File: config.mk
export PLATFORM = sky130hd
export DESIGN_NAME = y86_imem_encoder
export DESIGN_NICKNAME = d
export VERILOG_FILES = /design/src/rtl/y86_pkg.sv /design/src/rtl/y86_instr_len.sv /design/src/rtl/y86_imem_encoder.sv
export SDC_FILE = /design/constraint.sdc
export NUM_CORES = 1
export LEC_CHECK = 0
export CORE_AREA = 2 2 114 116
export DETAILED_ROUTE_END_ITERATION = 10
export DIE_AREA = 0 0 116 118
export PLACE_DENSITY_LB_ADDON = 0.08
export SYNTH_ARGS = -nofsm -noshare
export SYNTH_HDL_FRONTEND = slang
export SYNTH_SLANG_ARGS = --single-unit
File: constraint.sdc
create_clock -name clk -period 3.9 [get_ports clk]
set_input_delay 0.39 -clock clk [delete_from_list [all_inputs] [get_ports clk]]
set_output_delay 0.39 -clock clk [all_outputs]
set_load 0.02 [all_outputs]
File: src/rtl/y86_pkg.sv
// Shared Y86-64 definitions: instruction codes and the byte-length table.
// The fetch stage uses the same instr_len() so encoder and decoder cannot disagree.
package y86_pkg;

  localparam logic [3:0] IHALT   = 4'h0;
  localparam logic [3:0] INOP    = 4'h1;
  localparam logic [3:0] IRRMOVQ = 4'h2;
  localparam logic [3:0] IIRMOVQ = 4'h3;
  localparam logic [3:0] IRMMOVQ = 4'h4;
  localparam logic [3:0] IMRMOVQ = 4'h5;
  localparam logic [3:0] IOPQ    = 4'h6;
  localparam logic [3:0] IJXX    = 4'h7;
  localparam logic [3:0] ICALL   = 4'h8;
  localparam logic [3:0] IRET    = 4'h9;
  localparam logic [3:0] IPUSHQ  = 4'hA;
  localparam logic [3:0] IPOPQ   = 4'hB;

  // Encoded length in bytes; 0 marks an invalid icode.
  function automatic logic [3:0] instr_len(input logic [3:0] icode);
    case (icode)
      IHALT, INOP, IRET:               return 4'd1;
      IRRMOVQ, IOPQ, IPUSHQ, IPOPQ:    return 4'd2;
      IJXX, ICALL:                     return 4'd9;
      IIRMOVQ, IRMMOVQ, IMRMOVQ:       return 4'd10;
      default:                         return 4'd0;
    endcase
  endfunction

endpackage

File: src/rtl/y86_instr_len.sv
// Combinational icode -> {valid, len} lookup built on the shared length table.
module y86_instr_len
  import y86_pkg::*;
(
  input  logic [3:0] icode,
  output logic       valid,
  output logic [3:0] len
);

  assign len   = instr_len(icode);
  assign valid = (len != 4'd0);

endmodule

File: src/rtl/y86_imem_encoder.sv
// Serialises one decoded Y86-64 instruction per handshake into the byte-wide imem,
// one byte per cycle, at a running address; a written halt seals the memory.
module y86_imem_encoder
  import y86_pkg::*;
#(
  parameter int ADDR_W     = 8,
  parameter int MEM_SIZE   = 173,
  parameter int START_ADDR = 1
) (
  input  logic              clk,
  input  logic              rst,
  input  logic              in_valid,
  output logic              in_ready,
  input  logic [3:0]        in_icode,
  input  logic [3:0]        in_ifun,
  input  logic [3:0]        in_rA,
  input  logic [3:0]        in_rB,
  input  logic [63:0]       in_valC,
  output logic              mem_we,
  output logic [ADDR_W-1:0] mem_addr,
  output logic [7:0]        mem_wdata,
  output logic [ADDR_W-1:0] next_addr,
  output logic              enc_err,
  output logic              sealed
);

  typedef enum logic {IDLE, EMIT} state_t;

  state_t      state;
  logic [3:0]  icode_q, ifun_q, ra_q, rb_q, len_q, k;
  logic [63:0] valc_q;

  logic          len_valid;
  logic [3:0]    len_in;
  logic [ADDR_W:0] end_addr;
  logic          fits, accept;
  logic [2:0]    valc_sel;
  logic [7:0]    byte_k;

  y86_instr_len u_len (
    .icode (in_icode),
    .valid (len_valid),
    .len   (len_in)
  );

  // One extra bit so an end address past the top of the address space cannot wrap.
  assign end_addr = {1'b0, next_addr} + (ADDR_W+1)'(len_in);
  assign fits     = end_addr <= (ADDR_W+1)'(MEM_SIZE);
  assign in_ready = (state == IDLE) && !sealed;
  assign accept   = in_valid && in_ready;

  // valC goes out most-significant byte first and always ends on the last byte.
  assign valc_sel = 3'(len_q - 4'd1 - k);

  // NOTE: always_comb assigns byte_k on every path first, so no latch is inferred.
  always_comb begin
    byte_k = valc_q[{valc_sel, 3'b000} +: 8];
    if (k == 4'd0)
      byte_k = {icode_q, ifun_q};
    else if (k == 4'd1 && (len_q == 4'd2 || len_q == 4'd10))
      byte_k = {ra_q, rb_q};
  end

  // NOTE: sequential state uses non-blocking assignments only, so every register
  // samples pre-edge values regardless of statement order.
  always_ff @(posedge clk or posedge rst) begin
    if (rst) begin
      state     <= IDLE;
      mem_we    <= 1'b0;
      mem_addr  <= '0;
      mem_wdata <= '0;
      next_addr <= ADDR_W'(START_ADDR);
      enc_err   <= 1'b0;
      sealed    <= 1'b0;
      k         <= '0;
      len_q     <= '0;
      icode_q   <= '0;
      ifun_q    <= '0;
      ra_q      <= '0;
      rb_q      <= '0;
      valc_q    <= '0;
    end else begin
      enc_err <= 1'b0;
      case (state)
        IDLE: begin
          mem_we <= 1'b0;
          if (accept) begin
            if (len_valid && fits) begin
              icode_q <= in_icode;
              ifun_q  <= in_ifun;
              ra_q    <= in_rA;
              rb_q    <= in_rB;
              valc_q  <= in_valC;
              len_q   <= len_in;
              k       <= '0;
              state   <= EMIT;
            end else begin
              enc_err <= 1'b1;
            end
          end
        end
        EMIT: begin
          mem_we    <= 1'b1;
          mem_addr  <= next_addr + ADDR_W'(k);
          mem_wdata <= byte_k;
          k         <= k + 4'd1;
          if (k == len_q - 4'd1) begin
            next_addr <= next_addr + ADDR_W'(len_q);
            state     <= IDLE;
            if (icode_q == IHALT) sealed <= 1'b1;
          end
        end
      endcase
    end
  end

endmodule

==> results by group <==
STA
  • Period utilization: 91.3%
  • Final hold violations: 0
  • Hold slack: 483 ps
  • Setup-failing EPs final: 0
  • Setup ws final: 338 ps
  • Tmin final: 3560 ps
  • Skew final: 9.97 ps
  • Unrepaired setup endpoints after global routing: false
  • Worst-Margin Slew: 912 ps
  • Max-slew headroom: 39.1%
  • Max Clock Freq: 0.281 GHz
  • Max-slew violation total from the final report: 0
  • Setup TNS: 0 ps

Synth
  • Asr flop ratio synth: 100%
  • Primary FF master, synth: dfrtp_1
  • Post-Synthesis Net Count: 613
  • Synth top area share: 49.1%
  • Synth warnings: 0
  • Synth top area cells: dfrtp_1, mux2_2, mux2_1
  • Yosys cell types: 53
  • Register bit total from synthesis: 115
  • Synthesized cell area: 5810 sq um
  • Count leader, synth: dfrtp_1
  • Register area share after synthesis: 49.5%
  • EDFF count, synth: 0
  • Synth area leader: dfrtp_1
  • Avg Synthesized Cell Area: 11.4 sq um
  • Syn Inst Count: 509
  • Commonest cells in the netlist: dfrtp_1, nand2_1, mux2_2

Min path
  • Worst hold-check path type: reg -> reg
  • Hold path start: valc_q[46]
  • Worst hold stages: 1

Finish
  • Filler instances: 1,036
  • Layout cells sized above 1: 18.7%
  • Synth-to-Final Area Change: 34.6%
  • Sequential Area: 2880 sq um
  • Post-route cell area: 7830 sq um
  • Multi-input gate area: 2740 sq um
  • Nets: 732
  • Antenna diode count: 0

Setup path
  • Register-to-Register Path Depth: 10
  • Crit-path slowest cell: clkdlybuf4s50_1
  • CP arrival: 3860 ps
  • CP Max Fanout: 20
  • Delay-heaviest family, CP: compound AO/OA/AOI/OAI gates
  • Reg2reg start: next_addr[0]
  • Startpoint Class: input port
  • Nature of the critical path endpoint: flop
  • Worst path bufs/invs: 3
  • Worst path max stage delay: 480 ps
  • Critical path depth: 14
  • Critical-path cell list: clkdlybuf4s50_1 -> nor2b_1 -> nand3_1 -> o21ai_0 -> ha_1 -> fa_1 -> o21ai_1 -> o21ai_0 -> a2111oi_2 -> o31ai_4 -> a221oi_4 -> buf_12 -> buf_12 -> mux2_2
  • Critical path type: in -> reg
  • CP startpoint: in_icode[2]
  • Worst path required time: 4200 ps

Power and ir drop
  • Pwr Density: 943 nW/um^2
  • Worst vdd ir: 0.000564 V
  • Leakage: 0.00331 uW

Clocking
  • CTS tree: built
  • Post-CTS Resized: 0
  • Clock buffer depth: 2
  • Post CTS Setup Buffer Count: 0
  • Clock sink count: 115
  • TritonCTS Buffers: 17
  • CTS clk-pin slew, worst paths: 60 ps
  • Clk_lat worst skew: 420 ps
  • Number of hold buffers added after cts: 0
  • H-tree levels: 4
  • CTS root buf: clkbuf_16

GRT
  • Pin count of the biggest net entering global routing: 69
  • GRT Total Usage: 22.1%
  • Initial antenna violation count: 0
  • Grt ovf: 0
  • First-pass GRT wire length: 22.9 mm
  • Vias in the first global route: 4,538

Status
  • Status: completed

Die
  • Cell Rows: 41
  • Initial Util: 46.8%
  • Width of the die: 116 microns
  • Top Ports: 111
  • Die H: 118 microns
  • DIE AREA: 13,700 sq um
  • Core Area: 12,400 sq um

Drt
  • Drt drc: 0
  • Vias: 4,349
  • Vias per cell: 5.35
  • Routed len/inst: 17.5 microns
  • 1st-iter DRT viols: 229
  • Routed WL: 14.2 mm
  • Antenna-violating nets left: 0
  • Initial DRT Pass Iterations: 4

Flow run
  • Maxcap violations: 0

Placed design
  • Port Buf Inserts: 110
  • Placed cell areas: 7230 sq um
  • Setup WS pre-CTS: -87.5 ps
  • RePlAce Congestion: 0.797
  • Dpl hpwl: 9.87 mm
==> worst paths after layout <==
path | slack (ps) | to
worst min register to register | 480 | valc_q[46]
worst max register to register | 620 | valc_q[16]
min in group asynchronous | 510 | mem_addr[3]
worst max-delay path | 340 | valc_q[16]
max in group asynchronous | 2640 | valc_q[8]
worst min-delay path | 480 | valc_q[46]
==> layout make-up <==
cell class	count	area share [%]
clock buffer	24	6.41
clock inverter	8	1.26
inverter	14	0.703
multi-input combinational	350	35.0
sequential	115	36.8
tap	172	2.75
timing repair buffer	130	17.1
==> cells in the final DEF (no fill, tap or decap), types with 2 or more instances in the layout <==
cell,Yosys,routed
buf_12,0,7
o2111ai_1,2,2
a21o_1,6,6
and2_1,3,3
fa_1,4,4
a21oi_1,19,19
bufinv_16,0,2
buf_4,1,13
clkdlybuf4s50_1,0,110
inv_1,13,12
nor2_1,23,23
nand2_1,63,63
xnor2_1,10,9
o21ai_0,16,16
clkbuf_8,0,5
nor2b_1,4,4
mux2_2,52,52
and3_1,2,2
a22oi_1,8,8
ha_1,17,17
mux2i_1,10,10
nand3_1,14,14
nor3_1,4,4
mux2_1,34,34
a31o_2,8,8
o31ai_1,3,3
dfrtp_1,114,114
clkinvlp_4,0,2
a31oi_1,12,12
xor2_1,7,6
clkbuf_16,0,17
a32oi_1,8,8
clkbuf_1,14,2
clkinv_2,0,3
==> worst reg2reg max path, stage by stage (launching register included) <==
cell	delay [ps]
dfstp_2	600
ha_1	200
fa_1	470
o21ai_1	150
o21ai_0	120
a2111oi_2	480
o31ai_4	140
a221oi_4	290
buf_12	200
buf_12	180
mux2_2	350
==> per-layer routing <==
| layer | wire [microns] | global-route usage [%] | vias up | part of all wire, % |
|---|---|---|---|---|
| met4 | 292 | 7.81 | 0 | 2.1 |
| met3 | 614 | 5.30 | 21 | 4.3 |
| li1 | - | - | 2060 | - |
| met5 | 0 | 0 | - | 0 |
| met2 | 7350 | 37.8 | 109 | 52 |
| met1 | 5970 | 27.1 | 2159 | 42 |
==> cell families (layout without fill, tap and decap cells) <==
kind of cell,count (synthesis),in the layout,synth area share (%)
flops,115,115,49.5
fa+ha+maj,21,21,5.04
compound gates,96,96,11.9
mux,96,96,18.4
xor+xnor,17,17,2.56
buf+inv,44,176,3.66
simple gates,120,120,8.95
==> stage by stage <==
| step | total power [uW] | util, % | std cells |
|---|---|---|---|
| 2_1_floorplan | 4630 | - | 509 |
| 3_3_place_gp | 5730 | 58.2 | 781 |
| 3_5_place_dp | 5820 | 58.2 | 781 |
| 4_1_cts | 7430 | 63.0 | 813 |
| 5_1_grt | 7900 | 63.0 | 813 |
| 6_report | 7380 | 63.0 | 813 |
==> report_power, final <==
group	total, uW	switching (uW)	internal (uW)
Sequential	2230	428	1800
Clock	1560	540	1020
Combinational	3600	1950	1650
Total	7380	2920	4460
==> flip-flops by register name, summed over array words and instances, names as in the netlist <==
register / count
valc_q: 64
mem_addr: 8
mem_wdata: 8
next_addr: 8
icode_q: 4
ifun_q: 4
k: 4
ra_q: 4
rb_q: 4
len_q: 3
enc_err: 1
mem_we: 1
sealed: 1
state: 1
Note: power is estimated with default switching activity, not from simulation.
